$ cat config.mk
export PLATFORM = sky130hd
export DESIGN_NAME = branch_predictor
export DESIGN_NICKNAME = d
export VERILOG_FILES = /design/src/rtl/branch_predictor.sv
export SDC_FILE = /design/constraint.sdc
export NUM_CORES = 2
export LEC_CHECK = 0
export BUFFER_PORTS_ARGS = -buffer_cell sky130_fd_sc_hd__buf_2
export CAP_MARGIN = 40
export CORE_UTILIZATION = 29
export DETAILED_ROUTE_END_ITERATION = 10
export PLACE_DENSITY = 0.44
export SLEW_MARGIN = 10
export SYNTH_ARGS = -nofsm -noshare
export SYNTH_HDL_FRONTEND = slang
export SYNTH_SLANG_ARGS = --single-unit
$ cat constraint.sdc
create_clock -name clk -period 15.4 [get_ports clk]
set_input_delay 4.62 -clock clk [delete_from_list [all_inputs] [get_ports clk]]
set_output_delay 4.62 -clock clk [all_outputs]
set_load 0.01 [all_outputs]
$ cat src/rtl/branch_predictor.sv
// branch_predictor: direct-mapped dynamic branch predictor (BHT + BTB).
//
// The IF stage presents pc_i and gets a same-cycle hit/taken/target
// prediction read straight from the table registers. The EX stage trains
// the table with resolved conditional branches through the upd_* port.
// Each entry holds a valid bit, a tag, a 2-bit saturating counter and a
// 30-bit word-aligned target.
//
// Optional feature macro: BP_BYPASS_EN
//   defined   - a lookup to the index being updated in the same cycle sees
//               the post-update entry (next-state forwarding).
//   undefined - lookups always see the registered (pre-update) entry.
module branch_predictor #(
  parameter int ENTRIES = 64,
  parameter int TAG_W   = 8
) (
  input  logic        clk,
  input  logic        rst_n,
  input  logic        stall_i,
  input  logic [31:0] pc_i,
  output logic        pred_hit_o,
  output logic        pred_taken_o,
  output logic [31:0] pred_target_o,
  input  logic        upd_valid_i,
  input  logic [31:0] upd_pc_i,
  input  logic        upd_taken_i,
  input  logic [31:0] upd_target_i
);

  localparam int IDX_W = $clog2(ENTRIES);

  // Counter encodings: 00 strong-NT, 01 weak-NT, 10 weak-T, 11 strong-T.
  localparam logic [1:0] CNT_SNT = 2'b00;
  localparam logic [1:0] CNT_WNT = 2'b01;
  localparam logic [1:0] CNT_WT  = 2'b10;
  localparam logic [1:0] CNT_ST  = 2'b11;

  // ---------------------------------------------------------------------
  // Helpers
  // ---------------------------------------------------------------------

  // Table index: word-address bits just above the byte offset.
  function automatic logic [IDX_W-1:0] pc_idx(input logic [31:0] pc);
    pc_idx = pc[IDX_W+1:2];
  endfunction

  // Tag: the TAG_W bits directly above the index.
  function automatic logic [TAG_W-1:0] pc_tag(input logic [31:0] pc);
    pc_tag = pc[IDX_W+TAG_W+1:IDX_W+2];
  endfunction

  // Saturating increment towards strong-taken.
  function automatic logic [1:0] cnt_inc(input logic [1:0] cnt);
    case (cnt)
      CNT_SNT: cnt_inc = CNT_WNT;
      CNT_WNT: cnt_inc = CNT_WT;
      CNT_WT:  cnt_inc = CNT_ST;
      CNT_ST:  cnt_inc = CNT_ST;
      default: cnt_inc = CNT_WNT;
    endcase
  endfunction

  // Saturating decrement towards strong-not-taken.
  function automatic logic [1:0] cnt_dec(input logic [1:0] cnt);
    case (cnt)
      CNT_SNT: cnt_dec = CNT_SNT;
      CNT_WNT: cnt_dec = CNT_SNT;
      CNT_WT:  cnt_dec = CNT_WNT;
      CNT_ST:  cnt_dec = CNT_WT;
      default: cnt_dec = CNT_WNT;
    endcase
  endfunction

  // Predict taken for the two upper counter states.
  function automatic logic cnt_taken(input logic [1:0] cnt);
    cnt_taken = cnt[1];
  endfunction

  // ---------------------------------------------------------------------
  // Table storage
  // ---------------------------------------------------------------------
  logic              valid_r  [ENTRIES];
  logic [TAG_W-1:0]  tag_r    [ENTRIES];
  logic [1:0]        cnt_r    [ENTRIES];
  logic [29:0]       target_r [ENTRIES];

  // ---------------------------------------------------------------------
  // Update path
  // ---------------------------------------------------------------------
  logic [IDX_W-1:0]  upd_idx_s;
  logic [TAG_W-1:0]  upd_tag_s;
  logic              upd_fire_s;
  logic              upd_hit_s;
  logic              upd_we_s;
  logic              nxt_valid_s;
  logic [TAG_W-1:0]  nxt_tag_s;
  logic [1:0]        nxt_cnt_s;
  logic [29:0]       nxt_target_s;

  // A reset cycle swallows any concurrent update, so it never fires then.
  assign upd_idx_s  = pc_idx(upd_pc_i);
  assign upd_tag_s  = pc_tag(upd_pc_i);
  assign upd_fire_s = upd_valid_i & ~stall_i & rst_n;
  assign upd_hit_s  = valid_r[upd_idx_s] & (tag_r[upd_idx_s] == upd_tag_s);

  // Next-state of the indexed entry for the resolved branch in EX.
  always_comb begin
    upd_we_s     = 1'b0;
    nxt_valid_s  = valid_r[upd_idx_s];
    nxt_tag_s    = tag_r[upd_idx_s];
    nxt_cnt_s    = cnt_r[upd_idx_s];
    nxt_target_s = target_r[upd_idx_s];
    if (upd_fire_s) begin
      if (upd_hit_s) begin
        upd_we_s = 1'b1;
        if (upd_taken_i) begin
          nxt_cnt_s    = cnt_inc(cnt_r[upd_idx_s]);
          nxt_target_s = upd_target_i[31:2];
        end else begin
          nxt_cnt_s    = cnt_dec(cnt_r[upd_idx_s]);
        end
      end else if (upd_taken_i) begin
        // Allocate, evicting whatever aliased into this slot.
        upd_we_s     = 1'b1;
        nxt_valid_s  = 1'b1;
        nxt_tag_s    = upd_tag_s;
        nxt_cnt_s    = CNT_WT;
        nxt_target_s = upd_target_i[31:2];
      end else begin
        // A not-taken branch we do not track teaches us nothing.
        upd_we_s     = 1'b0;
      end
    end else begin
      upd_we_s = 1'b0;
    end
  end

  // Table registers: reset wipes all history, else write the indexed entry.
  always_ff @(posedge clk) begin
    if (!rst_n) begin
      for (int i = 0; i < ENTRIES; i++) begin
        valid_r[i]  <= 1'b0;
        tag_r[i]    <= '0;
        cnt_r[i]    <= CNT_WNT;
        target_r[i] <= 30'd0;
      end
    end else if (upd_we_s) begin
      valid_r[upd_idx_s]  <= nxt_valid_s;
      tag_r[upd_idx_s]    <= nxt_tag_s;
      cnt_r[upd_idx_s]    <= nxt_cnt_s;
      target_r[upd_idx_s] <= nxt_target_s;
    end
  end

  // ---------------------------------------------------------------------
  // Lookup path
  // ---------------------------------------------------------------------
  logic [IDX_W-1:0]  lk_idx_s;
  logic [TAG_W-1:0]  lk_tag_s;
  logic              rd_valid_s;
  logic [TAG_W-1:0]  rd_tag_s;
  logic [1:0]        rd_cnt_s;
  logic [29:0]       rd_target_s;
  logic              lk_hit_s;

  assign lk_idx_s = pc_idx(pc_i);
  assign lk_tag_s = pc_tag(pc_i);

  // Select the entry seen by the fetch PC (optionally forwarded).
  always_comb begin
    rd_valid_s  = valid_r[lk_idx_s];
    rd_tag_s    = tag_r[lk_idx_s];
    rd_cnt_s    = cnt_r[lk_idx_s];
    rd_target_s = target_r[lk_idx_s];
`ifdef BP_BYPASS_EN
    if (upd_we_s && (upd_idx_s == lk_idx_s)) begin
      rd_valid_s  = nxt_valid_s;
      rd_tag_s    = nxt_tag_s;
      rd_cnt_s    = nxt_cnt_s;
      rd_target_s = nxt_target_s;
    end else begin
      rd_valid_s  = valid_r[lk_idx_s];
      rd_tag_s    = tag_r[lk_idx_s];
      rd_cnt_s    = cnt_r[lk_idx_s];
      rd_target_s = target_r[lk_idx_s];
    end
`endif
  end

  assign lk_hit_s      = rd_valid_s & (rd_tag_s == lk_tag_s);
  assign pred_hit_o    = lk_hit_s;
  assign pred_taken_o  = lk_hit_s & cnt_taken(rd_cnt_s);
  assign pred_target_o = lk_hit_s ? {rd_target_s, 2'b00} : 32'd0;

  // Byte-offset and high PC bits play no part in indexing or tagging.
  logic unused_s;
  assign unused_s = ^{pc_i, upd_pc_i, upd_target_i[1:0]};

endmodule

After elaboration in Yosys (flattened, before gate mapping)

Memories as Yosys holds them, arrays and structs flattened.
Index checks and enable logic that the tools add are counted.

Flip-flop bits (word level): 0
Latch bits: 0
Memory bits (writable): 2624
Memory bits (read-only): 0
Input port bits: 101
Output and inout bits: 34
Word-level logic and storage cells: 59
Memories kept: 4

$add $sub $neg: 0
Multipliers: 0
Divide/modulo/power cells: 0
$lt $le $gt $ge: 0
Eq/ne operators: 7
Shifts and indexed selects: 0
Muxes and demuxes: 34
Bitwise logic cells: 6
Reductions and logical operators: 8

Memory list:

| name     | words | bits a word | rd ports | clocked after Yosys merged registers in | write ports | line | source |
|---|---|---|---|---|---|---|---|
| target_r | 64    | 30          | 1        | 0                                       | 64          | 85   | `logic [29:0] target_r [ENTRIES];` |
| tag_r    | 64    | 8           | 2        | 0                                       | 64          | 83   | `logic [TAG_W-1:0] tag_r [ENTRIES];` |
| cnt_r    | 64    | 2           | 2        | 0                                       | 64          | 84   | `logic [1:0] cnt_r [ENTRIES];` |
| valid_r  | 64    | 1           | 2        | 0                                       | 64          | 82   | `logic valid_r [ENTRIES];` |

Operators with widths:

| kind                                                                   | count |
|---|---|
| 30-bit 2-to-1 mux                                                      | 3 |
| 32-bit 2-to-1 mux                                                      | 1 |
| 8-bit 2-to-1 mux                                                       | 4 |
| 30-bit OR reduction                                                    | 1 |
| 6-bit 2-to-1 mux                                                       | 4 |
| 8-bit equality test                                                    | 2 |
| 1-bit 2-to-1 mux                                                       | 15 |
| 2-bit case mux with 3 select lines                                     | 2 |
| 2-bit 2-to-1 mux                                                       | 5 |
| 8-bit OR reduction                                                     | 1 |
| 2-bit OR reduction                                                     | 3 |
| 1-bit bitwise AND                                                      | 5 |
| 2-bit equality test (second input constant)                            | 2 |
| 3-bit AND reduction                                                    | 1 |
| 2-bit by 1-bit equality test with 1-bit output (second input constant) | 1 |
| 2-bit logical NOT                                                      | 1 |
| 2-bit != test (second input constant)                                  | 1 |
| 1-bit != test (second input constant)                                  | 1 |
| 1-bit NOT                                                              | 1 |
| 1-bit OR reduction                                                     | 1 |

Logic depth before layout (Yosys ltp)

An unclocked memory read counts as a cell.

Depth in word-level cells: 11
Depth in mapped cells: 18
Depth with buffers taken out: 10

Worst setup path after synthesis

No wires, ideal clock.

Kind: input to output
Start point: input port pc_i[3]
End point: output port pred_target_o[14]
Arrival: 7.992 ns
Required time: 10.780 ns
Path slack: 2.788 ns
Cell stages on the path: 12
Buffers on the path: 4
Path through: clkbuf_1 clkbuf_1 clkbuf_1 mux4_2 mux4_2 mux4_2 xnor2_1 nand4_1 nor2_1 nand2_1 buf_2 a211oi_1

Longest elaborated chain between the ends: 4
Elaborated cells on any way between the ends: 6
Those cells by class: eq/ne (1); mux (1); bitwise (1); memory (3)

RTL lines:

| item                   | line | source |
|---|---|---|
| start: declaration     | 20   | `input logic [31:0] pc_i,` |
| memory read 64 x 8 bit | -    |  |
| 8-bit equality test    | 190  | `assign lk_hit_s = rd_valid_s & (rd_tag_s == lk_tag_s);` |
| 1-bit bitwise AND      | 190  |  |
| 32-bit 2-to-1 mux (*)  | 193  | `assign pred_target_o = lk_hit_s ? {rd_target_s, 2'b00} : 32'd0;` |
| end: declaration       | 23   | `output logic [31:0] pred_target_o,` |

Mark *: on every way between the ends. The rest lies on a longest branch, timed or not.

Worst setup path after layout

Start point: input port pc_i[2]
End point: output port pred_target_o[16]

The elaborated chain is that of the path after synthesis.

==> results_dict.tcl <==
set metrics [dict create \
    outcome "finished, violations left" \
    violations "antenna rules" \
    gp_congestion 0.8328 \
    setup_viol 0 \
    cts_root_buffer "clkbuf_16" \
    routedWlPerCell_um 32.63 \
    grt_max_degree 144 \
    vias 75570 \
    yosysWarnings 0 \
    slowest_delay_ns 0.61 \
    crit_family "multiplexers" \
    slew_violations 0 \
    drive_above_1_share_pct 26.51 \
    area_growth_pct 15.57 \
    syn_inst 8123 \
    dp_slack_ns 1.239 \
    ys_types 71 \
    cp-end-kind "output port" \
    clock-sinks 2624 \
    cp.arrival_ns 9.56 \
    async_reset_ff_share_pct 0 \
    min_path_type "flip-flop to flip-flop" \
    max-vdd-ir-drop_uv 77.96 \
    p_per_area_nw_per_um2 115.3 \
    synth_ff_type "edfxtp_1" \
    synth_top_cell_by_area "edfxtp_1" \
    synth_seq_cells 2624 \
    synth_edf_count 2560 \
    die_area_sq_um 438800 \
    rows 242 \
    die_h_um 662.4 \
    ant_nets 1 \
    die_x_um 662.4 \
    p_leak_nw 47.27 \
    skew_ns 0.04437 \
    fp.coreArea_sq_um 434200 \
    seq_area_frac_synth_pct 61.79 \
    clock_latency_ns 0.93 \
    cts-htree-levels 5 \
    cp.required_ns 10.78 \
    tightest_slew_ns 1.219 \
    synth_area_sq_um 126500 \
    grt_use_total_pct 20.06 \
    grt_overflow 0 \
    ioPinCount 135 \
    post-route-period-util_pct 92.05 \
    slew_headroom_pct 18.76 \
    ctsHoldBuffers 0 \
    critical_path_class "primary input to output port" \
    fin_tns_setup_ns 0 \
    numCtsBuffers 298 \
    nFillCells 41530 \
    first_iter_violations 8656 \
    final-hold-violation-count 0 \
    routed_wl_mm 452.1 \
    start_util_pct 29.13 \
    layout_setup_ws_ns 1.224 \
    tritoncts "built" \
    cts.clk_slew.worst_paths_ns 0.06 \
    cts_resized 0 \
    cts.path.max_buffers 4 \
    grt_pass1_wl_mm 624.2 \
    drc_errors 0 \
    grt_pass1_vias 75470 \
    drv_cap 0 \
    port_buffers 94 \
    min_period_ns 14.18 \
    cpMaxStageDelayCell "a211oi_1" \
    crit_path_start_kind "primary input" \
    antenna_found_initial 35 \
    dpl.hpwl_mm 272.9 \
    nets 7978 \
    crit_buf_inv 5 \
    dr.pass1.iters 6 \
    grt_setup_unrepaired "no" \
    cp_max_fo 42 \
    post_cts_buffers 0 \
    synth.avg_cell_area_sq_um 15.57 \
    fmax_ghz 0.07054 \
    netlist_top_cells_area "edfxtp_1 (61%), mux4_2 (16%), and2_1 (9.5%)" \
    synth_top_area_share_pct 60.78 \
    crit_chain "buf_8 > buf_12 > mux4_2 > mux4_2 > mux2i_1 > o21ai_0 > xnor2_1 > nand4_1 > nor2_2 > buf_8 > buf_4 > nand2_1 > a211oi_1 > buf_2" \
    viasPerCell 5.454 \
]
==> state kept, by name, summed over array words and instances, names as in the netlist <==
register  cells
cnt_r       128
tag_r       512
target_r   1920
valid_r      64
==> kinds of logic (layout without fill, tap and decap cells) <==
family	count (synthesis)	after routing	share of synthesized area, %
simple gates	2890	2890	14.77
compound gates	489	489	2.789
fa+ha+maj	1	1	0.008902
xor+xnor	14	14	0.09695
other cells	1	21	0.002965
flops	2624	2624	61.79
buf+inv	1049	1028	3.537
mux	1055	1055	17.01
==> placed cells by master (no fill, tap or decap), drive strengths merged, types with 15 or more instances in the layout <==
master and instances:
edfxtp 2560, and2 1926, mux4 872, nor4 580, buf 495, clkbuf 372
mux2i 162, o31ai 129, clkinv 121, nand2 115, o21ai 91, nor2 83
a22oi 78, dfxtp 64, or4b 48, a221oi 45, o22ai 30, a211oi 30
nand3 27, nor2b 23, mux2 21, inv 21, and3 20, diode 19
a22o 19, nand4b 17, a21oi 17, a221o 16, bufinv 15
==> metal layers <==
| metal | track usage [%] | vias to the layer above | routed length [um] |
|---|---|---|---|
| met5 | 0 | - | 32 |
| met4 | 5.564 | 6 | 14350 |
| met3 | 2.919 | 644 | 31000 |
| met2 | 32.39 | 3104 | 212400 |
| met1 | 28.14 | 40690 | 194300 |
| li1 | - | 31120 | - |
==> final timing paths <==
kind                         startpoint                    endpoint  slack (ns)  cells after the start
min                 valid_r[10]$_DFF_P_         valid_r[10]$_DFF_P_        0.48                      2
max                             pc_i[2]           pred_target_o[16]        1.22                     14
min reg2reg         valid_r[10]$_DFF_P_         valid_r[10]$_DFF_P_        0.48                      2
max reg2reg  tag_r[52][0]$_SDFFCE_PN0P_  cnt_r[59][1]$_SDFFCE_PN0P_        9.25                     11
==> tightest hold or removal path, delay by kind of cell (launching register included) <==
family	cells	cell delay, ns
and+or+nand+nor	1	0.06
DFF	1	0.34
AOI/OAI and AO/OA	1	0.05
==> power breakdown <==
| group | switching [W] | internal, W |
|---|---|---|
| registers | 0.0000952 | 0.00814 |
| clock network | 0.00300 | 0.00389 |
| logic | 0.00117 | 0.000570 |
| total | 0.00426 | 0.0126 |
==> per-stage QoR <==
| step | instances | util [%] | hold slack, ns | power (W) | instance area, sq um |
|---|---|---|---|---|---|
| after floorplan | 8124 | - | 0.4393 | 0.009285 | 126500 |
| after global placement | 13190 | 30.96 | 0.4603 | 0.01005 | 134400 |
| after detailed placement | 13310 | 31.54 | 0.4664 | 0.01012 | 136900 |
| after CTS | 13830 | 33.63 | 0.4810 | 0.01701 | 146000 |
| after global routing | 13840 | 33.65 | 0.5055 | 0.01731 | 146100 |
| final | 13860 | 33.66 | 0.4786 | 0.01686 | 146200 |
==> layout make-up <==
cell class                 instances  area [sq um]  share of cell area, %
timing repair buffer             496          5542                  3.791
clock inverter                   155          1196                 0.8183
inverter                           6         22.52                0.01541
antenna                           19         47.55                0.03253
sequential                      2624         78160                  53.47
multi-input combinational       4451         46120                  31.55
clock buffer                     371          7910                  5.412
tap                             5734          7174                  4.908
==> cell usage after synthesis (8+ instances only) <==
cell type / n
edfxtp_1: 2560
and2_1: 1926
mux4_2: 872
clkbuf_1: 768
nor4_1: 449
mux2i_1: 161
nor4_2: 129
o31ai_1: 129
nand2_1: 115
buf_2: 101
buf_1: 88
o21ai_0: 87
nor2_1: 83
a22oi_1: 78
dfxtp_1: 64
buf_4: 61
or4b_1: 48
a221oi_1: 44
a211oi_1: 30
o22ai_1: 30
nand3_1: 27
buf_6: 24
nor2b_1: 23
and3_1: 20
a22o_1: 19
nand4b_1: 17
a21oi_1: 16
a221o_1: 16
mux2_2: 16
xnor2_1: 12
nand4_1: 9
o221ai_1: 8
Note: power is estimated with default switching activity, not from simulation.
